[config.mk]
export PLATFORM = sky130hd
export DESIGN_NAME = ahb_decode_resp_mux_flat
export DESIGN_NICKNAME = d
export VERILOG_FILES = /design/src/rtl/ahb_decode_resp_mux_if.sv /design/src/rtl/ahb_decode_resp_mux.sv /design/src/flat_wrapper.sv
export SDC_FILE = /design/constraint.sdc
export NUM_CORES = 1
export LEC_CHECK = 0
export ABC_CLOCK_PERIOD_IN_PS = 2450
export CORE_ASPECT_RATIO = 2
export CORE_MARGIN = 2
export CORE_UTILIZATION = 29
export DETAILED_ROUTE_END_ITERATION = 8
export PLACE_DENSITY = 0.82
export SLEW_MARGIN = 15
export SYNTH_ARGS = -nofsm -noshare
export SYNTH_HDL_FRONTEND = slang
export SYNTH_SLANG_ARGS = --single-unit
[constraint.sdc]
create_clock -name HCLK -period 2.45 [get_ports HCLK]
set_input_delay 0.245 -clock HCLK [delete_from_list [all_inputs] [get_ports HCLK]]
set_output_delay 0.245 -clock HCLK [all_outputs]
set_load 0.1 [all_outputs]
[src/rtl/ahb_decode_resp_mux_if.sv]
// Bus bundle for the AHB-Lite decode / response-mux stage.
// master : environment view (drives address phase and slave responses,
//          observes selects, muxed response and watchdog status).
// slave  : interconnect view, used by ahb_decode_resp_mux.
interface ahb_decode_resp_mux_if #(
    parameter int unsigned NUM_SLAVES = 3,
    parameter int unsigned ADDR_WIDTH = 32,
    parameter int unsigned DATA_WIDTH = 32
);
    // Master address phase
    logic [ADDR_WIDTH-1:0]            HADDR;
    logic [1:0]                       HTRANS;
    // Address-phase selects
    logic [NUM_SLAVES-1:0]            HSEL;
    logic                             HSEL_DEFAULT;
    // Slave responses, packed by slave index
    logic [NUM_SLAVES*DATA_WIDTH-1:0] hrdata_s;
    logic [NUM_SLAVES-1:0]            hready_s;
    logic [2*NUM_SLAVES-1:0]          hresp_s;
    logic [DATA_WIDTH-1:0]            hrdata_default;
    logic                             hready_default;
    logic [1:0]                       hresp_default;
    // Muxed response back to the master
    logic [DATA_WIDTH-1:0]            HRDATA;
    logic                             HREADY;
    logic [1:0]                       HRESP;
    // Watchdog status
    logic                             timeout_clr;
    logic                             timeout_irq;
    logic [7:0]                       timeout_cnt;

    modport master (
        output HADDR, HTRANS,
        output hrdata_s, hready_s, hresp_s,
        output hrdata_default, hready_default, hresp_default,
        output timeout_clr,
        input  HSEL, HSEL_DEFAULT,
        input  HRDATA, HREADY, HRESP,
        input  timeout_irq, timeout_cnt
    );

    modport slave (
        input  HADDR, HTRANS,
        input  hrdata_s, hready_s, hresp_s,
        input  hrdata_default, hready_default, hresp_default,
        input  timeout_clr,
        output HSEL, HSEL_DEFAULT,
        output HRDATA, HREADY, HRESP,
        output timeout_irq, timeout_cnt
    );
endinterface

[src/rtl/ahb_decode_resp_mux.sv]
// AHB-Lite decode and response-mux stage with a wait-state watchdog.
// Ports:
//   HCLK, HRESETn : clock, asynchronous active-low reset
//   bus           : ahb_decode_resp_mux_if.slave
//                   address phase in, HSEL/HSEL_DEFAULT out,
//                   slave + default-slave responses in,
//                   HRDATA/HREADY/HRESP out,
//                   timeout_clr in, timeout_irq/timeout_cnt out
module ahb_decode_resp_mux #(
    parameter int unsigned                      NUM_SLAVES     = 3,
    parameter int unsigned                      ADDR_WIDTH     = 32,
    parameter int unsigned                      DATA_WIDTH     = 32,
    parameter logic [NUM_SLAVES*ADDR_WIDTH-1:0] SLAVE_BASE     =
        {32'h2000_0000, 32'h1000_0000, 32'h0000_0000},
    parameter logic [NUM_SLAVES*ADDR_WIDTH-1:0] SLAVE_MASK     = {3{32'hF000_0000}},
    parameter int unsigned                      TIMEOUT_CYCLES = 16
) (
    input  logic                  HCLK,
    input  logic                  HRESETn,
    ahb_decode_resp_mux_if.slave  bus
);

    localparam int unsigned          SEL_W       = $clog2(NUM_SLAVES + 1);
    localparam logic [SEL_W-1:0]     SEL_DEFAULT = SEL_W'(NUM_SLAVES);
    localparam logic [7:0]           WAIT_LIMIT  = 8'(TIMEOUT_CYCLES - 1);
    localparam logic [1:0]           RESP_OKAY   = 2'b00;
    localparam logic [1:0]           RESP_ERROR  = 2'b01;

    typedef enum logic [1:0] {
        ST_NORMAL = 2'd0,
        ST_ERR1   = 2'd1,
        ST_ERR2   = 2'd2
    } state_t;

    state_t                  state;
    logic [SEL_W-1:0]        sel_q;
    logic                    valid_q;
    logic [7:0]              wait_cnt;
    logic                    irq_q;
    logic [7:0]              abort_cnt;

    logic [SEL_W-1:0]        dec_idx;
    logic [NUM_SLAVES-1:0]   hsel;
    logic [DATA_WIDTH-1:0]   src_rdata;
    logic                    src_ready;
    logic [1:0]              src_resp;
    logic [DATA_WIDTH-1:0]   hrdata_c;
    logic                    hready_c;
    logic [1:0]              hresp_c;
    logic                    stall;
    logic                    abort;

    // Address decode: scan downward so the lowest matching index wins.
    always_comb begin
        dec_idx = SEL_DEFAULT;
        for (int i = int'(NUM_SLAVES) - 1; i >= 0; i--) begin
            if ((bus.HADDR & SLAVE_MASK[i*ADDR_WIDTH +: ADDR_WIDTH]) ==
                SLAVE_BASE[i*ADDR_WIDTH +: ADDR_WIDTH]) begin
                dec_idx = SEL_W'(i);
            end
        end
    end

    // One-hot select from the winning index.
    always_comb begin
        hsel = '0;
        for (int i = 0; i < int'(NUM_SLAVES); i++) begin
            hsel[i] = (dec_idx == SEL_W'(i));
        end
    end

    // Response source for the current data-phase owner.
    always_comb begin
        src_rdata = bus.hrdata_default;
        src_ready = bus.hready_default;
        src_resp  = bus.hresp_default;
        for (int i = 0; i < int'(NUM_SLAVES); i++) begin
            if (sel_q == SEL_W'(i)) begin
                src_rdata = bus.hrdata_s[i*DATA_WIDTH +: DATA_WIDTH];
                src_ready = bus.hready_s[i];
                src_resp  = bus.hresp_s[2*i +: 2];
            end
        end
    end

    // Response mux; ERR states override the slave with a two-cycle ERROR.
    always_comb begin
        hrdata_c = '0;
        hready_c = 1'b1;
        hresp_c  = RESP_OKAY;
        case (state)
            ST_NORMAL: begin
                if (valid_q) begin
                    hrdata_c = src_rdata;
                    hready_c = src_ready;
                    hresp_c  = src_resp;
                end
            end
            ST_ERR1: begin
                hready_c = 1'b0;
                hresp_c  = RESP_ERROR;
            end
            ST_ERR2: begin
                hresp_c  = RESP_ERROR;
            end
            default: begin
                hready_c = 1'b1;
            end
        endcase
    end

    // A ready slave at the threshold completes normally (stall is false).
    assign stall = (state == ST_NORMAL) && valid_q && !src_ready;
    assign abort = stall && (wait_cnt == WAIT_LIMIT);

    // Data-phase register, watchdog FSM and status counters.
    always_ff @(posedge HCLK or negedge HRESETn) begin
        if (!HRESETn) begin
            state     <= ST_NORMAL;
            sel_q     <= SEL_DEFAULT;
            valid_q   <= 1'b0;
            wait_cnt  <= '0;
            irq_q     <= 1'b0;
            abort_cnt <= '0;
        end else begin
            if (hready_c) begin
                sel_q   <= dec_idx;
                valid_q <= bus.HTRANS[1];
            end

            case (state)
                ST_NORMAL: if (abort) state <= ST_ERR1;
                ST_ERR1:   state <= ST_ERR2;
                ST_ERR2:   state <= ST_NORMAL;
                default:   state <= ST_NORMAL;
            endcase

            wait_cnt <= (stall && !abort) ? wait_cnt + 8'd1 : 8'd0;

            // A new abort wins over a simultaneous clear.
            if (abort) begin
                irq_q <= 1'b1;
            end else if (bus.timeout_clr) begin
                irq_q <= 1'b0;
            end

            if (abort && (abort_cnt != 8'hFF)) begin
                abort_cnt <= abort_cnt + 8'd1;
            end
        end
    end

    assign bus.HSEL         = hsel;
    assign bus.HSEL_DEFAULT = ~|hsel;
    assign bus.HRDATA       = hrdata_c;
    assign bus.HREADY       = hready_c;
    assign bus.HRESP        = hresp_c;
    assign bus.timeout_irq  = irq_q;
    assign bus.timeout_cnt  = abort_cnt;

endmodule

[src/flat_wrapper.sv]
// flat-port wrapper written by rule: the top's interface ports become plain ports
module ahb_decode_resp_mux_flat 
#(
    parameter int unsigned                      NUM_SLAVES     = 3,
    parameter int unsigned                      ADDR_WIDTH     = 32,
    parameter int unsigned                      DATA_WIDTH     = 32,
    parameter logic [NUM_SLAVES*ADDR_WIDTH-1:0] SLAVE_BASE     =
        {32'h2000_0000, 32'h1000_0000, 32'h0000_0000},
    parameter logic [NUM_SLAVES*ADDR_WIDTH-1:0] SLAVE_MASK     = {3{32'hF000_0000}},
    parameter int unsigned                      TIMEOUT_CYCLES = 16
)
  (HCLK, HRESETn, bus_HADDR, bus_HTRANS, bus_hrdata_s, bus_hready_s, bus_hresp_s, bus_hrdata_default, bus_hready_default, bus_hresp_default, bus_timeout_clr, bus_HSEL, bus_HSEL_DEFAULT, bus_HRDATA, bus_HREADY, bus_HRESP, bus_timeout_irq, bus_timeout_cnt);
  ahb_decode_resp_mux_if #(.NUM_SLAVES(NUM_SLAVES), .ADDR_WIDTH(ADDR_WIDTH), .DATA_WIDTH(DATA_WIDTH)) bus_i ();
  input  logic HCLK;
  input  logic HRESETn;
  input wire logic [$bits(bus_i.HADDR)-1:0] bus_HADDR;
  input wire logic [$bits(bus_i.HTRANS)-1:0] bus_HTRANS;
  input wire logic [$bits(bus_i.hrdata_s)-1:0] bus_hrdata_s;
  input wire logic [$bits(bus_i.hready_s)-1:0] bus_hready_s;
  input wire logic [$bits(bus_i.hresp_s)-1:0] bus_hresp_s;
  input wire logic [$bits(bus_i.hrdata_default)-1:0] bus_hrdata_default;
  input wire logic [$bits(bus_i.hready_default)-1:0] bus_hready_default;
  input wire logic [$bits(bus_i.hresp_default)-1:0] bus_hresp_default;
  input wire logic [$bits(bus_i.timeout_clr)-1:0] bus_timeout_clr;
  output wire logic [$bits(bus_i.HSEL)-1:0] bus_HSEL;
  output wire logic [$bits(bus_i.HSEL_DEFAULT)-1:0] bus_HSEL_DEFAULT;
  output wire logic [$bits(bus_i.HRDATA)-1:0] bus_HRDATA;
  output wire logic [$bits(bus_i.HREADY)-1:0] bus_HREADY;
  output wire logic [$bits(bus_i.HRESP)-1:0] bus_HRESP;
  output wire logic [$bits(bus_i.timeout_irq)-1:0] bus_timeout_irq;
  output wire logic [$bits(bus_i.timeout_cnt)-1:0] bus_timeout_cnt;
  assign bus_i.HADDR = bus_HADDR;
  assign bus_i.HTRANS = bus_HTRANS;
  assign bus_i.hrdata_s = bus_hrdata_s;
  assign bus_i.hready_s = bus_hready_s;
  assign bus_i.hresp_s = bus_hresp_s;
  assign bus_i.hrdata_default = bus_hrdata_default;
  assign bus_i.hready_default = bus_hready_default;
  assign bus_i.hresp_default = bus_hresp_default;
  assign bus_i.timeout_clr = bus_timeout_clr;
  assign bus_HSEL = bus_i.HSEL;
  assign bus_HSEL_DEFAULT = bus_i.HSEL_DEFAULT;
  assign bus_HRDATA = bus_i.HRDATA;
  assign bus_HREADY = bus_i.HREADY;
  assign bus_HRESP = bus_i.HRESP;
  assign bus_timeout_irq = bus_i.timeout_irq;
  assign bus_timeout_cnt = bus_i.timeout_cnt;
  ahb_decode_resp_mux #(.NUM_SLAVES(NUM_SLAVES), .ADDR_WIDTH(ADDR_WIDTH), .DATA_WIDTH(DATA_WIDTH), .SLAVE_BASE(SLAVE_BASE), .SLAVE_MASK(SLAVE_MASK), .TIMEOUT_CYCLES(TIMEOUT_CYCLES)) u_core (.HCLK(HCLK), .HRESETn(HRESETn), .bus(bus_i));
endmodule
# Word-level counts from Yosys, hierarchy flattened
# Cells that the tools add are included.
# totals
inputBits	177
memories	0
output_inout_bits	48
rom_bits	0
ramBits	0
ff_bits	22
latch_bits	0
# op_classes
add_sub_neg	2
order_cmp	0
n_mux	23
multipliers	0
n_div	0
eq_ne	11
n_bitwise	0
shifts	0
n_reduce_logical	15
# op_table
cell	count
two-way mux 32 bit	5
zero test 32 bit	1
adder 8 x 1 -> 8 bit, second input constant	2
two-way mux 2 bit	7
equality test 8 x 4 -> 1 bit, second input constant	1
two-way mux 8 bit	1
inequality test 8 bit, second input constant	1
one-hot mux 2 bit (2 select lines)	2
two-way mux 1 bit	7
equality test 2 x 1 -> 1 bit, second input constant	3
equality test 2 bit, second input constant	3
zero test 2 bit	3
logical AND 1 bit	5
equality test 4 x 1 -> 1 bit, second input constant	1
equality test 4 x 2 -> 1 bit, second input constant	1
zero test 1 bit	3
OR reduction 3 bit	1
inequality test 2 x 1 -> 1 bit, second input constant	1
one-hot mux 1 bit (2 select lines)	1
nonzero test 2 bit	1
OR reduction 2 bit	1

# Logic depth before layout (Yosys ltp)
# Gate-level depths: netlist of run 1.
# logic_depth
depth_word	10
depth_mapped	7

# Worst setup path after synthesis of run 1
# Ideal clock, no wire load.
# synth_timing
path_kind	flip-flop to output port
start	register u_core.sel_q[1]
end	output bus_HRDATA[10]
arrival_ns	2.736
path_stages_with_launch	5
t_required_ns	2.205
path_slack_ns	-0.531
cell_sequence	dfstp_2 -> clkbuf_1 -> clkbuf_1 -> mux4_2 -> nor2b_1
# synth_via
elab_chain_len	6
elab_cells_between_ends	8
classes_between	eq/ne (2); mux (5); reduce/logical (1)
# synth_lines
element	line	text
from (decl)	ahb_decode_resp_mux.sv:36	logic [SEL_W-1:0] sel_q;
from (signal assigned)	ahb_decode_resp_mux.sv:127	sel_q <= dec_idx;
zero test 2 bit	ahb_decode_resp_mux.sv:78	if (sel_q == SEL_W'(i)) begin
two-way mux 32 bit (2 in series)	ahb_decode_resp_mux.sv:78	
two-way mux 32 bit *	ahb_decode_resp_mux.sv:78	
two-way mux 32 bit *	ahb_decode_resp_mux.sv:93	if (valid_q) begin
two-way mux 32 bit *	ahb_decode_resp_mux.sv:91	case (state)
to (decl)	flat_wrapper.sv:27	output wire logic [$bits(bus_i.HRDATA)-1:0] bus_HRDATA;
# Mark *: on every way between the ends. The rest lies on a longest branch, timed or not.

# Worst setup path in the final report of run 1
# layout_timing
start	register u_core.sel_q[0]
end	output bus_HRESP[0]
# layout_via
elab_chain_len	6
elab_cells_between_ends	8
classes_between	eq/ne (2); mux (5); reduce/logical (1)
# layout_lines
element	line	text
zero test 2 bit	ahb_decode_resp_mux.sv:78	
two-way mux 2 bit (2 in series)	ahb_decode_resp_mux.sv:78	
two-way mux 2 bit *	ahb_decode_resp_mux.sv:78	
two-way mux 2 bit *	ahb_decode_resp_mux.sv:93	
one-hot mux 2 bit (2 select lines) *	ahb_decode_resp_mux.sv:91	
to (decl)	flat_wrapper.sv:29	output wire logic [$bits(bus_i.HRESP)-1:0] bus_HRESP;
# Marked as above.

==> flow_summary.html, run 1 <==
<table>
<tr><th>Metric</th><th>Value</th></tr>
<tr><th colspan="2">STA</th></tr>
<tr><td>Setup violation total in the final timing report</td><td>0</td></tr>
<tr><td>Final period demand of the worst path</td><td>2370 ps</td></tr>
<tr><td>Final-layout setup total negative slack</td><td>0 ps</td></tr>
<tr><td>Number of max-slew violations in the final report</td><td>0</td></tr>
<tr><td>Worst Max-Slew Pin Slew</td><td>445 ps</td></tr>
<tr><td>Worst slew margin relative to its limit</td><td>70.3%</td></tr>
<tr><td>Part of the cycle the worst path needs</td><td>96.9%</td></tr>
<tr><td>Clock tree skew after final layout</td><td>4.02 ps</td></tr>
<tr><td>Final Hold Vio Count</td><td>0</td></tr>
<tr><td>Max Clk Rate</td><td>0.421 GHz</td></tr>
<tr><th colspan="2">Setup path</th></tr>
<tr><td>Critical-path top delay cell</td><td>dfstp_2</td></tr>
<tr><td>CP endpoint kind</td><td>output port</td></tr>
<tr><td>Startpoint kind of the worst setup timing path</td><td>flip-flop</td></tr>
<tr><td>Origin of the critical flop-to-flop path</td><td>u_core.sel_q[0]</td></tr>
<tr><td>Max Fanout on Critical Path</td><td>35</td></tr>
<tr><td>Required time at the worst-slack endpoint</td><td>2200 ps</td></tr>
<tr><td>Cell repeated most along the worst path</td><td>buf_12</td></tr>
<tr><td>FF-to-FF setup slack</td><td>270 ps</td></tr>
<tr><td>Critical path, cell by cell</td><td>buf_12 -&gt; mux4_2 -&gt; a31oi_2 -&gt; nor2_2 -&gt; buf_12</td></tr>
<tr><td>Maximum single-stage delay on the critical path</td><td>570 ps</td></tr>
<tr><td>Endpoint arrival time on the critical path</td><td>2130 ps</td></tr>
<tr><td>Worst setup path startpoint</td><td>u_core.sel_q[0]</td></tr>
<tr><td>Number of cells on the worst reg-to-reg path</td><td>4</td></tr>
<tr><td>Type of the setup path with the least slack</td><td>reg -&gt; out</td></tr>
<tr><td>R2R Path End</td><td>u_core.bus.timeout_cnt[1]</td></tr>
<tr><th colspan="2">Detailed routing</th></tr>
<tr><td>Final routed wirelength across all metal layers</td><td>8110 um</td></tr>
<tr><td>Iteration count of the initial detailed-routing pass</td><td>4</td></tr>
<tr><td>Number of design-rule violations left by the first detailed-router iteration</td><td>30</td></tr>
<tr><td>Via density per instance</td><td>5.03</td></tr>
<tr><td>Post-detailed-route count of antenna-violating nets</td><td>0</td></tr>
<tr><td>Drt drc</td><td>0</td></tr>
<tr><td>Number of vias in the routed layout</td><td>2353</td></tr>
<tr><td>Per-cell routed wire length</td><td>17.3 um</td></tr>
<tr><th colspan="2">Global routing</th></tr>
<tr><td>Global Route Usage Sum</td><td>20.7%</td></tr>
<tr><td>Remaining global-route overflow</td><td>0</td></tr>
<tr><td>Via count of the first global-routing pass</td><td>2639</td></tr>
<tr><td>Initial antenna violation count</td><td>0</td></tr>
<tr><td>Pin count of the biggest net entering global routing</td><td>36</td></tr>
<tr><td>Wire length of the first global-routing pass</td><td>12900 um</td></tr>
<tr><th colspan="2">Floorplan</th></tr>
<tr><td>Die area</td><td>8150 sq um</td></tr>
<tr><td># rows</td><td>44</td></tr>
<tr><td>Die extent in x</td><td>64.8 um</td></tr>
<tr><td>Floorplan die height</td><td>126 um</td></tr>
<tr><td>Core area</td><td>7210 sq um</td></tr>
<tr><td>I/O pin count</td><td>225</td></tr>
<tr><td>Effective utilization at floorplan</td><td>29.8%</td></tr>
<tr><th colspan="2">Place</th></tr>
<tr><td>Number of port buffers</td><td>195</td></tr>
<tr><td>Placer Congestion</td><td>0.873</td></tr>
<tr><td>Post-detailed-placement half-perimeter wirelength</td><td>7080 um</td></tr>
<tr><td>Number of cells in the design after placement</td><td>464</td></tr>
<tr><td>Area after DPL</td><td>4720 sq um</td></tr>
<tr><th colspan="2">Synth</th></tr>
<tr><td>Netlist cell types</td><td>35</td></tr>
<tr><td>Warning count from the yosys run</td><td>0</td></tr>
<tr><td>Dominant cell type by area after synthesis</td><td>mux4_2</td></tr>
<tr><td>Syn_nets</td><td>366</td></tr>
<tr><td>Fraction of post-synthesis cell area in the top cell type by area</td><td>36.7%</td></tr>
<tr><td>Cells after synthesis</td><td>183</td></tr>
<tr><td>Mean post-synth cell area</td><td>11.7 sq um</td></tr>
<tr><td>Register area share after synthesis</td><td>25.8%</td></tr>
<tr><td>Total standard cell area after synthesis</td><td>2150 sq um</td></tr>
<tr><td>Cells taking the most area after synthesis</td><td>mux4_2 37%, dfrtp_1 23%, nor2b_1 9.9%</td></tr>
<tr><td>Number of synthesized register bits</td><td>22</td></tr>
<tr><th colspan="2">Clocking</th></tr>
<tr><td>Clock tree from TritonCTS</td><td>done</td></tr>
<tr><td>Number of buffers added for setup after CTS</td><td>0</td></tr>
<tr><td>Number of sinks handled by clock tree synthesis</td><td>22</td></tr>
<tr><td>Max H-tree Level</td><td>1</td></tr>
<tr><td>Clock root cell</td><td>clkbuf_16</td></tr>
<tr><td>Clock transition at the register clock pins on the worst setup and hold paths after CTS</td><td>60 ps</td></tr>
<tr><td>CTS buffer count</td><td>3</td></tr>
<tr><td>Max Root-Sink Buffers</td><td>2</td></tr>
<tr><td>Clock latency on the worst-skew pair</td><td>260 ps</td></tr>
<tr><th colspan="2">Pwr</th></tr>
<tr><td>Post-route total power</td><td>3.19 mW</td></tr>
<tr><td>Cell leakage power</td><td>2.01 nW</td></tr>
<tr><td>Power density over the cells</td><td>663 nW/um^2</td></tr>
<tr><td>Worst IR Drop VDD</td><td>524 uV</td></tr>
<tr><th colspan="2">Hold path</th></tr>
<tr><td>Type of the tightest min-delay check</td><td>in -&gt; async</td></tr>
<tr><th colspan="2">Layout</th></tr>
<tr><td>Final layout net count</td><td>560</td></tr>
<tr><td>Fin area</td><td>4820 sq um</td></tr>
<tr><td>Final cell count without fillers</td><td>468</td></tr>
<tr><td>Number of diodes</td><td>0</td></tr>
<tr><td>Layout cell share with drive strength beyond 1</td><td>36.4%</td></tr>
<tr><td>Synthesis-to-finish area growth</td><td>124%</td></tr>
<tr><th colspan="2">Flow run</th></tr>
<tr><td>Number of max-cap violations</td><td>0</td></tr>
<tr><th colspan="2">Status</th></tr>
<tr><td>Result of the run</td><td>completed</td></tr>
</table>
-- cell families after synthesis --
| family | count (synthesis) | synth area share (%) |
|---|---|---|
| adders and majority gates | 6 | 3.50 |
| DFF | 22 | 25.8 |
| and+or+nand+nor | 71 | 19.1 |
| AOI/OAI and AO/OA | 14 | 4.25 |
| muxes | 40 | 39.3 |
| buffers and inverters | 21 | 4.37 |
| xor gates and xnor gates | 9 | 3.67 |
-- critical path: cells and delay by family, from the launching register on --
| kind | cells | cell delay [ps] |
|---|---|---|
| and+or+nand+nor | 1 | 70 |
| muxes | 1 | 560 |
| DFF | 1 | 570 |
| AOI/OAI and AO/OA | 1 | 220 |
| buffers and inverters | 2 | 430 |
-- final cells by class --
type	instances	area (sq um)
clock buffer	4	88.8
fill	557	2390
inverter	9	33.8
multi-input combinational	140	1670
sequential	22	553
tap	92	115
timing repair buffer	201	2350
-- cell usage after synthesis --
cell type	n
and3_1	2
dfrtp_1	20
clkbuf_1	7
nand4_1	4
buf_4	1
buf_2	3
a21o_1	2
mux2_2	3
o21ai_2	1
a41oi_1	1
nor4_4	1
ha_1	6
nor2b_1	34
o21bai_1	1
xnor2_1	6
nand3_1	3
nand2_1	6
nor2_1	13
mux2_1	2
inv_1	9
dfstp_2	2
nor3_1	1
xor2_1	3
a21oi_1	2
and4_1	1
mux4_2	35
or3_1	1
or4_1	1
a31oi_1	3
or2_2	1
o21ai_0	3
buf_6	1
nand2b_1	1
o31ai_1	1
and2_1	2
-- how the worst max path moves through the flow --
stage | end | slack (ps) | cells after the start
floorplan | bus_HRDATA[10] | -10 | 5
global placement | u_core.bus.timeout_cnt[1] | 240 | 5
detailed placement | u_core.bus.timeout_cnt[1] | 210 | 5
CTS | bus_HRESP[0] | 40 | 5
global route | bus_HRESP[0] | -0.9 | 5
finish | bus_HRESP[0] | 80 | 5
-- routing by layer --
| metal | part of all wire, % | global-route usage, % |
|---|---|---|
| met5 | 0 | 0 |
| met4 | 4.1 | 9.89 |
| met3 | 7.2 | 3.39 |
| met2 | 58 | 40.0 |
| met1 | 31 | 20.3 |
-- registers in the layout (all words and copies together), names as in the netlist --
name / cells
u_core.state: 2
u_core.bus.timeout_irq: 1
u_core.bus.timeout_cnt: 8
u_core.valid_q: 1
u_core.sel_q: 2
u_core.wait_cnt: 8
-- report_power, final --
part | leakage (nW) | switching, mW | internal [mW]
registers | 0.297 | 0.0144 | 0.382
logic | 1.66 | 1.41 | 1.01
clock network | 0.0442 | 0.135 | 0.250
-- metrics by stage --
stage / hold slack, ps / util, % / setup WS (ps)
2_1_floorplan: -50.6 / - / -14.7
3_3_place_gp: 445 / 65.5 / 242
3_5_place_dp: 461 / 65.5 / 214
4_1_cts: 349 / 66.7 / 43.4
5_1_grt: 363 / 66.8 / -0.896
6_report: 337 / 66.8 / 76.1
-- cell usage in the layout, fill, tap and decap left out, types with 3 or more instances in the layout --
cell type	count
clkdlybuf4s50_1	147
buf_12	38
mux4_2	35
dfrtp_1	20
nor2b_2	17
nor2b_4	16
buf_4	16
nor2_1	12
inv_1	9
xnor2_1	6
ha_1	6
nand2_1	5
nand4_1	4
nand3_1	3
xor2_1	3
mux2_2	3
clkbuf_16	3
-- what timing repair did --
item,4_1_cts,5_1_grt
endpoints found under the hold margin,0,0
setup endpoints to repair,0,1
hold buffers,0,0
gates resized for setup,0,1
No activity file was read; power rests on OpenSTA's default activity.
==> inputs of run 2 (changes only) <==
- RECOVER_POWER: unset -> 50
==> flow_summary.html, run 2 (same netlist as run 1, synthesis figures left out) <==
<table>
<tr><th>Metric</th><th>Value</th></tr>
<tr><th colspan="2">Setup path</th></tr>
<tr><td>R2R Path End</td><td>u_core.bus.timeout_cnt[5]</td></tr>
<tr><td>Required time at the worst-slack endpoint</td><td>2200 ps</td></tr>
<tr><td>Critical path, cell by cell</td><td>buf_12 -&gt; mux4_2 -&gt; a31oi_2 -&gt; nor2_2 -&gt; buf_12</td></tr>
<tr><td>WP depth</td><td>5</td></tr>
<tr><td>Maximum single-stage delay on the critical path</td><td>570 ps</td></tr>
<tr><td>Endpoint of the worst setup timing path</td><td>bus_HRESP[0]</td></tr>
<tr><td>Origin of the critical flop-to-flop path</td><td>u_core.sel_q[0]</td></tr>
<tr><td>Endpoint arrival time on the critical path</td><td>2130 ps</td></tr>
<tr><td>Cell repeated most along the worst path</td><td>buf_12</td></tr>
<tr><td>Number of cells on the worst reg-to-reg path</td><td>5</td></tr>
<tr><td>FF-to-FF setup slack</td><td>270 ps</td></tr>
<tr><td>Max Fanout on Critical Path</td><td>35</td></tr>
<tr><td>Critical-path top delay cell</td><td>dfstp_2</td></tr>
<tr><td>Startpoint kind of the worst setup timing path</td><td>flip-flop</td></tr>
<tr><td>Cell type group with the largest total delay on the critical path</td><td>flip-flops</td></tr>
<tr><td>Worst setup path startpoint</td><td>u_core.sel_q[0]</td></tr>
<tr><td>CP endpoint kind</td><td>output port</td></tr>
<tr><td>Type of the setup path with the least slack</td><td>reg -&gt; out</td></tr>
<tr><td>Buf+Inv Stages, Crit Path</td><td>2</td></tr>
<tr><th colspan="2">STA</th></tr>
<tr><td>Final period demand of the worst path</td><td>2370 ps</td></tr>
<tr><td>Clock tree skew after final layout</td><td>3.54 ps</td></tr>
<tr><td>Setup slack after layout</td><td>76.5 ps</td></tr>
<tr><td>Worst slew margin relative to its limit</td><td>19.6%</td></tr>
<tr><td>Max Clk Rate</td><td>0.421 GHz</td></tr>
<tr><td>Setup violation total in the final timing report</td><td>0</td></tr>
<tr><td>Worst Max-Slew Pin Slew</td><td>1210 ps</td></tr>
<tr><td>Number of max-slew violations in the final report</td><td>0</td></tr>
<tr><td>Final Hold Vio Count</td><td>0</td></tr>
<tr><td>Part of the cycle the worst path needs</td><td>96.9%</td></tr>
<tr><th colspan="2">Clocking</th></tr>
<tr><td>CTS buffer count</td><td>3</td></tr>
<tr><td>Clock root cell</td><td>clkbuf_16</td></tr>
<tr><td>Number of sinks handled by clock tree synthesis</td><td>22</td></tr>
<tr><td>Cts-stage hold buffer count</td><td>0</td></tr>
<tr><td>Number of buffers added for setup after CTS</td><td>0</td></tr>
<tr><td>Post_cts resized</td><td>0</td></tr>
<tr><td>Clock tree from TritonCTS</td><td>done</td></tr>
<tr><td>Max H-tree Level</td><td>1</td></tr>
<tr><td>Clock latency on the worst-skew pair</td><td>260 ps</td></tr>
<tr><td>Clock transition at the register clock pins on the worst setup and hold paths after CTS</td><td>60 ps</td></tr>
<tr><td>Max Root-Sink Buffers</td><td>2</td></tr>
<tr><th colspan="2">Global routing</th></tr>
<tr><td>Pin count of the biggest net entering global routing</td><td>36</td></tr>
<tr><td>Global Route Usage Sum</td><td>20.7%</td></tr>
<tr><td>Via count of the first global-routing pass</td><td>2639</td></tr>
<tr><td>Wire length of the first global-routing pass</td><td>12900 um</td></tr>
<tr><td>Remaining global-route overflow</td><td>0</td></tr>
<tr><td>Initial antenna violation count</td><td>0</td></tr>
<tr><th colspan="2">Layout</th></tr>
<tr><td>Fin area</td><td>4760 sq um</td></tr>
<tr><td>Most used cells in the layout excluding fill and tap cells</td><td>146 x clkdlybuf4s50_1, 38 x buf_12, 35 x mux4_2, 20 x dfrtp_1, 17 x nor2b_2</td></tr>
<tr><td>Final layout net count</td><td>560</td></tr>
<tr><td>Layout filler cell count</td><td>570</td></tr>
<tr><td>Number of diodes</td><td>0</td></tr>
<tr><td>Layout cell share with drive strength beyond 1</td><td>33.0%</td></tr>
<tr><td>Leading cell type in the layout, fill and taps excluded</td><td>clkdlybuf4s50_1</td></tr>
<tr><td>Synthesis-to-finish area growth</td><td>122%</td></tr>
<tr><th colspan="2">Pwr</th></tr>
<tr><td>Worst IR Drop VDD</td><td>523 uV</td></tr>
<tr><td>Power density over the cells</td><td>670 nW/um^2</td></tr>
<tr><td>Cell leakage power</td><td>1.95 nW</td></tr>
<tr><th colspan="2">Floorplan</th></tr>
<tr><td>Effective utilization at floorplan</td><td>29.8%</td></tr>
<tr><td>Die extent in x</td><td>64.8 um</td></tr>
<tr><td># rows</td><td>44</td></tr>
<tr><td>Die area</td><td>8150 sq um</td></tr>
<tr><td>Floorplan die height</td><td>126 um</td></tr>
<tr><td>I/O pin count</td><td>225</td></tr>
<tr><td>Core area</td><td>7210 sq um</td></tr>
<tr><th colspan="2">Hold path</th></tr>
<tr><td>Type of the tightest min-delay check</td><td>reg -&gt; reg</td></tr>
<tr><td>Critical hold path startpoint</td><td>u_core.wait_cnt[0]</td></tr>
<tr><th colspan="2">Detailed routing</th></tr>
<tr><td>Drt drc</td><td>0</td></tr>
<tr><td>Post-detailed-route count of antenna-violating nets</td><td>0</td></tr>
<tr><td>Per-cell routed wire length</td><td>17.4 um</td></tr>
<tr><td>Final routed wirelength across all metal layers</td><td>8120 um</td></tr>
<tr><td>Number of design-rule violations left by the first detailed-router iteration</td><td>41</td></tr>
<tr><td>Via density per instance</td><td>5.01</td></tr>
<tr><td>Number of vias in the routed layout</td><td>2347</td></tr>
<tr><td>Iteration count of the initial detailed-routing pass</td><td>3</td></tr>
<tr><th colspan="2">Status</th></tr>
<tr><td>Result of the run</td><td>completed</td></tr>
<tr><th colspan="2">Flow run</th></tr>
<tr><td>Number of max-cap violations</td><td>0</td></tr>
<tr><th colspan="2">Place</th></tr>
<tr><td>Post-detailed-placement half-perimeter wirelength</td><td>7080 um</td></tr>
<tr><td>Number of port buffers</td><td>195</td></tr>
<tr><td>Placer Congestion</td><td>0.873</td></tr>
<tr><td>Post-Place Worst Slack</td><td>214 ps</td></tr>
<tr><td>Area after DPL</td><td>4720 sq um</td></tr>
</table>
run 2: area by class of cell:
class / count / area (sq um) / share of cell area, %
sequential: 22 / 553 / 11.6
clock buffer: 4 / 88.8 / 1.87
inverter: 9 / 33.8 / 0.710
tap: 92 / 115 / 2.42
timing repair buffer: 201 / 2300 / 48.2
multi-input combinational: 140 / 1670 / 35.2
run 2: power by group:
group / switching, mW / internal [mW]
Sequential: 0.0144 / 0.382
Combinational: 1.41 / 1.00
Clock: 0.135 / 0.250
run 2: worst min-delay path by stage:
| stage | endpoint | slack [ps] | depth (start not counted) |
|---|---|---|---|
| final | u_core.wait_cnt[0] | 470 | 1 |
| after global routing | u_core.wait_cnt[0] | 510 | 1 |
| after CTS | u_core.bus.timeout_cnt[5] | 350 | 2 |
| after detailed placement | u_core.wait_cnt[0] | 460 | 1 |
| after global placement | u_core.wait_cnt[0] | 440 | 1 |
| after floorplan | u_core.bus.timeout_cnt[0] | -50 | 0 |
run 2: metrics by stage:
stage	TNS [ps]	instances	total power, mW	hold slack (ps)	util (%)
after floorplan	-73.4	183	1.87	-50.6	-
after global placement	0	464	2.80	445	65.5
after detailed placement	0	464	2.83	461	65.5
after CTS	0	468	3.22	349	66.7
after global routing	-0.896	468	3.30	506	66.0
final	0	468	3.19	467	66.0
run 2: per-layer routing:
metal / wire length (um) / share of wire [%] / vias up / track usage, %
met5: 0 / 0 / - / 0
met4: 335 / 4.1 / 0 / 9.89
met3: 593 / 7.3 / 22 / 3.39
met2: 4680 / 58 / 128 / 40.0
met1: 2510 / 31 / 1127 / 20.3
li1: - / - / 1070 / -
==> inputs of run 3 (changes only) <==
- ABC_CLOCK_PERIOD_IN_PS: 2450 -> 2600
- clock period: 2.45 -> 2.6 ns (I/O delays scaled with it)
==> flow_summary.html, run 3 (same netlist as run 1, synthesis figures left out) <==
<table>
<tr><th>Metric</th><th>Value</th></tr>
<tr><th colspan="2">Status</th></tr>
<tr><td>Result of the run</td><td>completed</td></tr>
<tr><th colspan="2">Clocking</th></tr>
<tr><td>Max H-tree Level</td><td>1</td></tr>
<tr><td>Clock root cell</td><td>clkbuf_16</td></tr>
<tr><td>Clock transition at the register clock pins on the worst setup and hold paths after CTS</td><td>50 ps</td></tr>
<tr><td>Number of sinks handled by clock tree synthesis</td><td>22</td></tr>
<tr><td>Clock tree from TritonCTS</td><td>done</td></tr>
<tr><td>CTS buffer count</td><td>3</td></tr>
<tr><td>Cts-stage hold buffer count</td><td>0</td></tr>
<tr><td>Max Root-Sink Buffers</td><td>2</td></tr>
<tr><td>Clock latency on the worst-skew pair</td><td>250 ps</td></tr>
<tr><td>Number of buffers added for setup after CTS</td><td>0</td></tr>
<tr><td>Post_cts resized</td><td>0</td></tr>
<tr><th colspan="2">Floorplan</th></tr>
<tr><td>Die area</td><td>8150 sq um</td></tr>
<tr><td>Effective utilization at floorplan</td><td>29.8%</td></tr>
<tr><td>Core area</td><td>7210 sq um</td></tr>
<tr><td># rows</td><td>44</td></tr>
<tr><td>Floorplan die height</td><td>126 um</td></tr>
<tr><td>Die extent in x</td><td>64.8 um</td></tr>
<tr><td>I/O pin count</td><td>225</td></tr>
<tr><th colspan="2">Place</th></tr>
<tr><td>Placer Congestion</td><td>0.799</td></tr>
<tr><td>Post-Place Worst Slack</td><td>279 ps</td></tr>
<tr><td>Post-detailed-placement half-perimeter wirelength</td><td>7310 um</td></tr>
<tr><td>Number of port buffers</td><td>195</td></tr>
<tr><td>Number of cells in the design after placement</td><td>463</td></tr>
<tr><th colspan="2">Layout</th></tr>
<tr><td>Synthesis-to-finish area growth</td><td>116%</td></tr>
<tr><td>Multi-input gate area in the final layout</td><td>1590 sq um</td></tr>
<tr><td>Final layout net count</td><td>559</td></tr>
<tr><td>Layout filler cell count</td><td>553</td></tr>
<tr><td>Most used cells in the layout excluding fill and tap cells</td><td>146 x clkdlybuf4s50_1, 36 x buf_12, 35 x mux4_2, 33 x nor2b_2, 20 x dfrtp_1</td></tr>
<tr><td>Number of diodes</td><td>0</td></tr>
<tr><td>Layout cell share with drive strength beyond 1</td><td>31.2%</td></tr>
<tr><td>Leading cell type in the layout, fill and taps excluded</td><td>clkdlybuf4s50_1</td></tr>
<tr><td>Final cell count without fillers</td><td>467</td></tr>
<tr><td>Area of all sequential standard cells</td><td>553 sq um</td></tr>
<tr><th colspan="2">Detailed routing</th></tr>
<tr><td>Post-detailed-route count of antenna-violating nets</td><td>0</td></tr>
<tr><td>Final routed wirelength across all metal layers</td><td>8350 um</td></tr>
<tr><td>Via density per instance</td><td>4.97</td></tr>
<tr><td>Drt drc</td><td>0</td></tr>
<tr><td>Per-cell routed wire length</td><td>17.9 um</td></tr>
<tr><td>Number of design-rule violations left by the first detailed-router iteration</td><td>70</td></tr>
<tr><td>Number of vias in the routed layout</td><td>2319</td></tr>
<tr><td>Iteration count of the initial detailed-routing pass</td><td>4</td></tr>
<tr><th colspan="2">STA</th></tr>
<tr><td>Final period demand of the worst path</td><td>2410 ps</td></tr>
<tr><td>Final Hold Vio Count</td><td>0</td></tr>
<tr><td>Part of the cycle the worst path needs</td><td>92.5%</td></tr>
<tr><td>Worst slew margin relative to its limit</td><td>21.0%</td></tr>
<tr><td>Worst Max-Slew Pin Slew</td><td>1190 ps</td></tr>
<tr><td>Final-layout setup total negative slack</td><td>0 ps</td></tr>
<tr><td>Setup violation total in the final timing report</td><td>0</td></tr>
<tr><td>Max Clk Rate</td><td>0.416 GHz</td></tr>
<tr><td>Setup slack after layout</td><td>194 ps</td></tr>
<tr><td>Setup repair after global routing missed its margin</td><td>false</td></tr>
<tr><td>Number of max-slew violations in the final report</td><td>0</td></tr>
<tr><td>Clock tree skew after final layout</td><td>3.08 ps</td></tr>
<tr><th colspan="2">Hold path</th></tr>
<tr><td>Worst Hold Depth</td><td>1</td></tr>
<tr><td>Type of the tightest min-delay check</td><td>reg -&gt; reg</td></tr>
<tr><td>Hold path endpoint</td><td>u_core.wait_cnt[0]</td></tr>
<tr><td>Critical hold path startpoint</td><td>u_core.wait_cnt[0]</td></tr>
<tr><th colspan="2">Setup path</th></tr>
<tr><td>Number of cells on the worst reg-to-reg path</td><td>5</td></tr>
<tr><td>Origin of the critical flop-to-flop path</td><td>u_core.sel_q[0]</td></tr>
<tr><td>R2R Path End</td><td>u_core.bus.timeout_cnt[3]</td></tr>
<tr><td>Max Fanout on Critical Path</td><td>4</td></tr>
<tr><td>Startpoint kind of the worst setup timing path</td><td>flip-flop</td></tr>
<tr><td>Endpoint arrival time on the critical path</td><td>2150 ps</td></tr>
<tr><td>CP endpoint kind</td><td>output port</td></tr>
<tr><td>FF-to-FF setup slack</td><td>290 ps</td></tr>
<tr><td>Type of the setup path with the least slack</td><td>reg -&gt; out</td></tr>
<tr><td>Required time at the worst-slack endpoint</td><td>2340 ps</td></tr>
<tr><th colspan="2">Global routing</th></tr>
<tr><td>Pin count of the biggest net entering global routing</td><td>36</td></tr>
<tr><td>Via count of the first global-routing pass</td><td>2514</td></tr>
<tr><td>Global Route Usage Sum</td><td>20.4%</td></tr>
<tr><td>Wire length of the first global-routing pass</td><td>12800 um</td></tr>
<tr><td>Initial antenna violation count</td><td>0</td></tr>
<tr><td>Remaining global-route overflow</td><td>0</td></tr>
<tr><th colspan="2">Pwr</th></tr>
<tr><td>Worst IR Drop VDD</td><td>419 uV</td></tr>
<tr><td>Cell leakage power</td><td>1.86 nW</td></tr>
<tr><td>Power density over the cells</td><td>621 nW/um^2</td></tr>
<tr><th colspan="2">Flow run</th></tr>
<tr><td>Number of max-cap violations</td><td>0</td></tr>
</table>
run 3: changes by cell type in the layout (fill, tap and decap cells not counted), sizes merged:
| cell | before | now |
|---|---|---|
| clkbuf | 20 | 19 |
run 3: area by class of cell:
cell class / instances / area share (%)
timing repair buffer: 200 / 48.9
inverter: 9 / 0.730
clock buffer: 4 / 1.70
multi-input combinational: 140 / 34.2
sequential: 22 / 11.9
tap: 92 / 2.49
run 3: worst max-delay path by stage:
| stage | start | to | cells past startpoint |
|---|---|---|---|
| finish | u_core.sel_q[0] | bus_HREADY | 5 |
| global route | u_core.sel_q[0] | bus_HREADY | 5 |
| CTS | u_core.sel_q[0] | bus_HREADY | 5 |
| detailed placement | bus_hready_s[0] | u_core.bus.timeout_cnt[1] | 5 |
| global placement | bus_hready_default | u_core.bus.timeout_cnt[1] | 5 |
| floorplan | u_core.sel_q[1] | bus_HRESP[0] | 4 |
run 3: routing by layer:
metal	global-route usage, %	vias up	routed length (um)	share of wire (%)
met5	0	-	0	0
met4	3.75	0	76	0.91
met3	6.16	6	752	9.0
met2	39.4	129	4810	58
met1	21.1	1114	2710	32
li1	-	1070	-	-
run 3: metrics by stage:
step	hold slack (ps)	cell area, sq um	utilization, %	power, mW
floorplan	-35.6	2230	-	1.70
finish	473	4630	64.2	2.88
global route	489	4630	64.2	2.97
CTS	364	4690	65.0	2.91
global placement	444	4610	63.9	2.56
detailed placement	464	4610	63.9	2.58
run 3: power breakdown:
group	switching [mW]	total [mW]	leakage (nW)	internal, mW
Clock	0.112	0.320	0.0382	0.209
Sequential	0.0131	0.373	0.296	0.360
Combinational	1.29	2.18	1.52	0.890
run 3: worst max-delay path, cell delays in order (launching register included):
cell	delay, ps
dfstp_1	580
mux4_2	560
or2_2	340
o21ai_2	120
inv_1	110
buf_12	180
